==> src/rtl/red_pkg.sv <==
// Shared encodings for the serial vector reducer: reduction ops and FSM states.
package red_pkg;

  typedef enum logic [1:0] {
    RED_AND  = 2'b00,
    RED_OR   = 2'b01,
    RED_XOR  = 2'b10,
    RED_XNOR = 2'b11
  } red_op_e;

  typedef enum logic [1:0] {
    ST_IDLE  = 2'b00,
    ST_SHIFT = 2'b01,
    ST_DONE  = 2'b10
  } red_state_e;

  // Identity element of the reduction: 1 for AND, 0 for OR/XOR/XNOR.
  function automatic logic acc_seed(input red_op_e o);
    return (o == RED_AND);
  endfunction

endpackage

==> src/rtl/reduce_bit_step.sv <==
// One reduction step: folds a single vector bit into the running accumulator.
module reduce_bit_step
  import red_pkg::*;
(
  input  logic    acc,
  input  logic    b,
  input  red_op_e op,
  output logic    acc_next
);

  // XNOR accumulates as XOR; the inversion happens once on the final result.
  always_comb begin
    acc_next = acc ^ b;
    unique case (op)
      RED_AND: acc_next = acc & b;
      RED_OR:  acc_next = acc | b;
      default: acc_next = acc ^ b;
    endcase
  end

endmodule

==> src/rtl/vector_reduce_serial.sv <==
// Serial bit-at-a-time reduction (AND/OR/XOR/XNOR) of an N-bit vector to one bit,
// with valid/ready handshakes on input and output.
module vector_reduce_serial
  import red_pkg::*;
#(
  parameter int unsigned N = 4
) (
  input  logic         clk,
  input  logic         rst_n,
  input  logic         in_valid,
  output logic         in_ready,
  input  logic [1:0]   op,
  input  logic [N-1:0] a,
  output logic         out_valid,
  input  logic         out_ready,
  output logic         y,
  output logic         busy
);

  localparam int unsigned CNT_W = (N > 1) ? $clog2(N) : 1;
  localparam logic [CNT_W-1:0] CNT_LAST = CNT_W'(N - 1);

  red_state_e     state, state_n;
  logic [N-1:0]   sr;
  logic [CNT_W-1:0] cnt;
  red_op_e        op_r;
  logic           acc, acc_step;
  logic           accept, last;
  logic           in_ready_d, out_valid_d, busy_d, y_d;

  assign accept = in_valid && in_ready;
  assign last   = (cnt == CNT_LAST);

  reduce_bit_step u_step (
    .acc      (acc),
    .b        (sr[0]),
    .op       (op_r),
    .acc_next (acc_step)
  );

  // State register
  always_ff @(posedge clk) begin
    if (!rst_n) state <= ST_IDLE;
    else        state <= state_n;
  end

  // Next-state logic
  always_comb begin
    state_n = state;
    unique case (state)
      ST_IDLE:  if (accept)                 state_n = ST_SHIFT;
      ST_SHIFT: if (last)                   state_n = ST_DONE;
      ST_DONE:  if (out_valid && out_ready) state_n = ST_IDLE;
      default:                              state_n = ST_IDLE;
    endcase
  end

  // Output next values, decoded from the upcoming state so the ports are registered
  always_comb begin
    in_ready_d  = (state_n == ST_IDLE);
    busy_d      = (state_n != ST_IDLE);
    out_valid_d = (state_n == ST_DONE);
    y_d         = y;
    if (state == ST_SHIFT && last) y_d = acc_step ^ (op_r == RED_XNOR);
  end

  // Datapath: capture on accept, then one bit per cycle LSB first
  always_ff @(posedge clk) begin
    if (!rst_n) begin
      sr   <= '0;
      cnt  <= '0;
      op_r <= RED_AND;
      acc  <= 1'b0;
    end else if (state == ST_IDLE && accept) begin
      sr   <= a;
      cnt  <= '0;
      op_r <= red_op_e'(op);
      acc  <= acc_seed(red_op_e'(op));
    end else if (state == ST_SHIFT) begin
      sr  <= sr >> 1;
      acc <= acc_step;
      if (!last) cnt <= cnt + CNT_W'(1);
    end
  end

  // Output registers
  always_ff @(posedge clk) begin
    if (!rst_n) begin
      in_ready  <= 1'b1;
      out_valid <= 1'b0;
      busy      <= 1'b0;
      y         <= 1'b0;
    end else begin
      in_ready  <= in_ready_d;
      out_valid <= out_valid_d;
      busy      <= busy_d;
      y         <= y_d;
    end
  end

endmodule
==> config.mk <==
export PLATFORM = sky130hd
export DESIGN_NAME = vector_reduce_serial
export DESIGN_NICKNAME = d
export VERILOG_FILES = /design/src/rtl/red_pkg.sv /design/src/rtl/reduce_bit_step.sv /design/src/rtl/vector_reduce_serial.sv
export SDC_FILE = /design/constraint.sdc
export NUM_CORES = 1
export LEC_CHECK = 0
export ABC_AREA = 1
export CORE_MARGIN = 3
export CORE_UTILIZATION = 52
export CTS_CLUSTER_SIZE = 20
export DETAILED_ROUTE_END_ITERATION = 12
export PLACE_DENSITY_LB_ADDON = 0.15
export SLEW_MARGIN = 20
export SYNTH_ARGS = -nofsm -noshare
export SYNTH_HDL_FRONTEND = slang
export SYNTH_SLANG_ARGS = --single-unit
==> constraint.sdc <==
create_clock -name clk -period 3.05 [get_ports clk]
set_input_delay 0.61 -clock clk [delete_from_list [all_inputs] [get_ports clk]]
set_output_delay 0.61 -clock clk [all_outputs]
set_load 0.05 [all_outputs]
==> results.md, run 1 <==
- Outcome: finished, final reports clean
- Die Wd: 42.8 um
- Via density: 5.12
- Largest net degree at the start of global routing: 13
- Global Route Usage Sum: 16.1%
- Post-DRT Antenna Nets: 0
- Crit-path cells: clkdlybuf4s50_1
- Core Box Area: 1190 um2
- Nets: 121
- Hold_buf cts: 0
- Combinational Power Share: 21.7%
- Period utilization: 66.4%
- Crit path max fanout: 2
- Ys async rst share: 0%
- Synth area leader: dfxtp_1
- Data required, critical path: 2.44 ns
- Area of the multi-input gates: 345 um2
- GR Overflow Total: 0
- Via count: 620
- Clock network power share: 26.1%
- I/O pin count: 14
- Final Critical Period: 2.02 ns
- Clk_lat worst skew: 0.28 ns
- Setup Buffers After CTS: 0
- Synth top area cells: dfxtp_1 (43%), nand2_1 (9.6%), a21oi_1 (7.1%), inv_1 (6.4%), nand3_1 (5.7%)
- Worst slew margin: 66.2%
- Post-synth EDFFs: 0
- Layout cells sized above 1: 13.1%
- Int Power: 297 uW
- Synthesis-to-layout area growth: 23.0%
- First-pass GRT wire length: 2.15 mm
- Clock-pin transition on the worst setup and hold timing paths: 0.08 ns
- Arrival time worst endpoint: 1.41 ns
- Htree depth: 1
- DR iter-0 viols: 7
- CP Launch Type: register
- CP max-delay cell: clkdlybuf4s50_1
- Most common cell in the netlist: nand2_1
- Predominant post-synthesis flop cell: dfxtp_1
- Setup TNS: 0 ns
- Synth unique cells: 18
- CP Buf/Inv Count: 1
- Mapped Avg Cell Area: 7.75 um2
- Initial antenna violation count: 0
- CTS Buffer Depth: 2
- CTS resizes: 0
- Mapped cell area: 706 um2
- Register area share after synthesis: 42.6%
- Max Cap Viol: 0
- CP Capture Type: output pin
- Fmax: 494 MHz
- Routed WL: 1.30 mm
- NetSw: 123 uW
- Share of the synthesized area in the top cell type: 42.6%
- FF-to-FF setup slack: 1.85 ns
- Syn Nets: 104
- Top delay family on crit path: buffers and inverters
- Port Buf Inserts: 13
- Final Hold Viols: 0
- DRC: 0
- Final WS setup: 1.03 ns
- Cell count after synthesis: 91
- CTS sink count: 15
- VDD IR max: 0.000287 V
- Max incr delay on CP: 0.80 ns
- RSZ-0062 raised after global routing: false
- Pwr/cell area: 485 nW/um2
- Vias in the first global route: 530
- Slew Limit Fails: 0
- Static leakage: 0.000370 uW
- Switching Share: 29.3%
- Worst Path Class, Setup: reg -> out
- Clock root cell: clkbuf_4
- Num CTS Buffers: 3
- Setup WS pre-CTS: 1.20 ns
- # diodes: 0
- Die area: 1840 um2
- GP Congestion: 0.768
- Wire per inst: 10.7 um
- Starting Density: 59.5%
- Synthesis-stage register bit count: 15
- Final setup fails: 0
- Worst clock skew: 0.00356 ns
- Ys Warns: 0
- Hold Path Class: reg -> reg
- Commonest cells post-synth: nand2_1 (18), dfxtp_1 (15), inv_1 (12), a21oi_1 (10), nand3_1 (8)
- Filler cell count: 92
- Sequential power share: 52.2%
- CTS tree: done
- Num rows: 12
- Die Y: 42.8 um
- Slew @ Worst Pin: 0.506 ns
- 1st-pass router iterations: 4
- DP Wirelength: 1000 um
- Reg area: 300 um2
==> cell usage in the layout, fill, tap and decap left out, drive strengths merged <==
master,n
clkbuf,4
inv,13
o21ai,4
a21oi,12
ha,3
nor2,10
o21a,1
nand2,22
nand3,8
dfxtp,15
a21boi,2
clkdlybuf4s50,13
==> sequential cells by signal (all words and copies together) (netlist names) <==
name,count
sr,4
cnt,2
op_r,2
state,2
acc,1
busy,1
in_ready,1
out_valid,1
y,1
==> cell families after synthesis <==
| kind of cell | after synthesis | synth area share [%] |
|---|---|---|
| buf+inv | 14 | 8.51 |
| flops | 15 | 42.6 |
| fa+ha+maj | 3 | 5.32 |
| compound gates | 19 | 16.7 |
| simple gates | 40 | 27.0 |
==> metrics by stage <==
stage                     hold WS, ns  util [%]  area [um2]  total power [uW]  instances
final                           0.464      73.2         868               421        121
after global routing            0.487      73.2         868               451        121
after CTS                       0.469      73.2         868               429        121
after detailed placement        0.457      71.0         842               316        117
after global placement          0.448      71.0         842               311        117
after floorplan                 0.437         -         706               287         91
==> worst paths after layout <==
kind              cells past startpoint       end      from
setup reg to reg                      5     sr[1]  state[1]
hold reg to reg                       2    cnt[1]    cnt[1]
setup / recovery                      1  in_ready  in_ready
hold / removal                        2    cnt[1]    cnt[1]
==> metal layers <==
| layer | vias to the layer above | share of wire (%) | GRT usage (%) |
|---|---|---|---|
| li1 | 320 | - | - |
| met1 | 279 | 44 | 18.0 |
| met2 | 15 | 46 | 24.3 |
| met3 | 6 | 6.6 | 6.78 |
| met4 | 0 | 3.5 | 11.2 |
| met5 | - | 0 | 0 |
==> layout make-up <==
type / instances / share of cell area (%)
multi-input cells: 62 / 39.8
inverters: 13 / 5.62
flip-flops and latches: 15 / 34.6
clock buffers: 4 / 3.03
repair buffers: 13 / 15.0
well taps: 14 / 2.02
==> power groups by stage <==
stage / registers, uW / logic, uW / clock network (uW)
CTS: 220 / 92.2 / 117
global route: 222 / 101 / 129
detailed placement: 224 / 91.6 / 0
global placement: 224 / 87.7 / 0
floorplan: 233 / 54.7 / 0
finish: 220 / 91.1 / 110
Power figures use the tool's default switching activity.
==> inputs of run 2 (changes only) <==
--- a/config.mk
+++ b/config.mk
@@ -7,7 +7,7 @@
 export LEC_CHECK = 0
 export ABC_AREA = 1
 export CORE_MARGIN = 3
-export CORE_UTILIZATION = 52
+export CORE_UTILIZATION = 43
 export CTS_CLUSTER_SIZE = 20
 export DETAILED_ROUTE_END_ITERATION = 12
 export PLACE_DENSITY_LB_ADDON = 0.15
==> constraint.sdc (replaced) <==
create_clock -name clk -period 1.85 [get_ports clk]
set_input_delay 0.37 -clock clk [delete_from_list [all_inputs] [get_ports clk]]
set_output_delay 0.37 -clock clk [all_outputs]
set_load 0.05 [all_outputs]
==> results.md, run 2 (synthesis results as in run 1) <==
- Clock-pin transition on the worst setup and hold timing paths: 0.09 ns (was 0.08 ns)
- Final Critical Period: 1.79 ns
- Critical R2R Launch: state[1] (unchanged)
- Setup Buffers After CTS: 0 (unchanged)
- I/O pin count: 14 (unchanged)
- Static leakage: 0.000395 uW (was 0.000370 uW)
- Final Hold Viols: 0 (unchanged)
- RSZ-0062 raised after global routing: false (unchanged)
- Area of the multi-input gates: 345 um2 (unchanged)
- Worst slew margin: 66.5% (was 66.2%)
- CP Capture Type: output pin (unchanged)
- Routed WL: 1.34 mm (was 1.30 mm)
- Global Route Usage Sum: 14.9% (was 16.1%)
- Arrival time worst endpoint: 1.42 ns (was 1.41 ns)
- Most frequent cells in the layout: nand2_1 (18), dfxtp_1 (15), inv_1 (12) (was nand2_1 (18), dfxtp_1 (15), clkdlybuf4s50_1 (13))
- Hold Path Class: reg -> reg (unchanged)
- Hold Path Cell Cnt: 2 (unchanged)
- Htree depth: 1 (unchanged)
- Top Usage Layer GRT: met2 (unchanged)
- Synthesis-to-layout area growth: 24.3% (was 23.0%)
- Starting Density: 49.9% (was 59.5%)
- Pwr Total: 699 uW (was 421 uW)
- Nets: 122 (was 121)
- Met2 Track Usage GR: 23.9% (was 24.3%)
- Post-DRT Antenna Nets: 0 (unchanged)
- Core Box Area: 1420 um2 (was 1190 um2)
- VDD IR max: 0.000599 V (was 0.000287 V)
- Worst Path Class, Setup: reg -> out (unchanged)
- Max reg flops: 4 (unchanged)
- Clock root cell: clkbuf_4 (unchanged)
- Vias in the first global route: 528 (was 530)
- CTS resizes: 0 (unchanged)
- Outcome: finished, final reports clean (unchanged)
- Layout cells sized above 1: 14.8% (was 13.1%)
- First-pass GRT wire length: 2.19 mm (was 2.15 mm)
- Hold EP: cnt[1] (unchanged)
- Die area: 2160 um2 (was 1840 um2)
- CTS tree: done (unchanged)
- DRC: 0 (unchanged)
- Port Buf Inserts: 13 (unchanged)
- DP Wirelength: 1.06 mm (was 1000 um)
- Num rows: 13 (was 12)
- Met3 usage: 7.03% (was 6.78%)
- Max Cap Viol: 0 (unchanged)
- Commonest non-fill, non-tap cell in the layout: nand2_1 (unchanged)
- Slew @ Worst Pin: 0.501 ns (was 0.506 ns)
- Crit path max fanout: 2 (unchanged)
- Worst r2r dst: sr[2] (was sr[1])
- Wire per inst: 10.9 um (was 10.7 um)
- Initial antenna violation count: 0 (unchanged)
- FF-to-FF path depth: 5 (unchanged)
- DR iter-0 viols: 16 (was 7)
- Filler cell count: 148 (was 92)
- Reg area: 300 um2 (unchanged)
- Die Wd: 46.5 um (was 42.8 um)
- CP Launch Type: register (unchanged)
- CP max-delay cell: clkdlybuf4s50_1 (unchanged)
- Hold_buf cts: 0 (unchanged)
- Slew Limit Fails: 0 (unchanged)
- Setup TNS: 0 ns (unchanged)
- Fmax: 558 MHz
- Clk_lat worst skew: 0.29 ns (was 0.28 ns)
- Max incr delay on CP: 0.80 ns (about the same)
- Pwr/cell area: 797 nW/um2 (was 485 nW/um2)
- Register name with the most flops: sr (unchanged)
- Num CTS Buffers: 3 (unchanged)
- Die Y: 46.5 um (was 42.8 um)
- 1st-pass router iterations: 4 (unchanged)
- HP Start: cnt[1] (unchanged)
- # diodes: 0 (unchanged)
- Via count: 628 (was 620)
- Via density: 5.11 (was 5.12)
- CP Buf/Inv Count: 1 (unchanged)
- FF-to-FF setup slack: 0.66 ns (was 1.85 ns)
- Largest net degree at the start of global routing: 13 (unchanged)
- GR Layer Usage met1: 17.2% (was 18.0%)
- CTS Buffer Depth: 2 (unchanged)
- Crit-path cells: clkdlybuf4s50_1 (unchanged)
- Final setup fails: 0 (unchanged)
- Period utilization: 96.8%
- GP Congestion: 0.773 (was 0.768)
- CTS sink count: 15 (unchanged)
- GR Overflow Total: 0 (unchanged)
- Worst clock skew: 0.0103 ns (was 0.00356 ns)
- Top delay family on crit path: buffers and inverters (unchanged)
- Data required, critical path: 1.48 ns (was 2.44 ns)
run 2: changes by cell type in the layout (fill, tap and decap cells not counted), sizes merged:
cell	change
clkdlybuf4s50	-2
buf	+2
dlymetal6s2s	+1
run 2: report_power, final:
| group | internal [uW] | switching (uW) | leakage (uW) |
|---|---|---|---|
| Clock | 83.8 | 102 | 0.0000150 |
| Sequential | 347 | 15.8 | 0.000123 |
| Combinational | 60.9 | 89.7 | 0.000257 |
run 2: how the worst max path moves through the flow:
stage | from | end | slack, ns | depth (start not counted)
after floorplan | in_ready | acc | 0.50 | 8
after global placement | in_valid | sr[2] | 0.27 | 7
after detailed placement | in_valid | sr[1] | 0.24 | 7
after CTS | y | y | 0.04 | 1
after global routing | in_ready | in_ready | 0.006 | 1
final | in_ready | in_ready | 0.06 | 1
run 2: final cells by class:
cell class                 instances  area share [%]
tap                               15            2.14
sequential                        15            34.2
clock buffer                       4            3.00
multi-input combinational         62            39.4
inverter                          13            5.56
timing repair buffer              14            15.7
run 2: per-layer routing:
layer | part of all wire [%] | vias up
met3 | 6.3 | 2
met2 | 48 | 13
li1 | - | 329
met4 | 0.75 | 0
met1 | 45 | 284
met5 | 0 | -
run 2: stage by stage:
step           instances  util [%]  setup WS [ns]  hold WS [ns]  instance area [um2]
2_1_floorplan         91         -          0.496         0.437                  706
3_3_place_gp         119      59.9          0.268         0.449                  848
3_5_place_dp         119      59.9          0.237         0.465                  848
4_1_cts              123      61.8         0.0381         0.477                  875
5_1_grt              123      62.0        0.00642         0.483                  877
6_report             123      62.0         0.0592         0.470                  877
==> inputs of run 3 (changes only) <==
--- a/config.mk
+++ b/config.mk
@@ -8,7 +8,7 @@
 export ABC_AREA = 1
 export CORE_MARGIN = 3
 export CORE_UTILIZATION = 43
-export CTS_CLUSTER_SIZE = 20
+export CTS_CLUSTER_SIZE = 12
 export DETAILED_ROUTE_END_ITERATION = 12
 export PLACE_DENSITY_LB_ADDON = 0.15
 export SLEW_MARGIN = 20
==> results of run 3 <==
The final DEF is identical to that of run 2; final timing and power are the same.
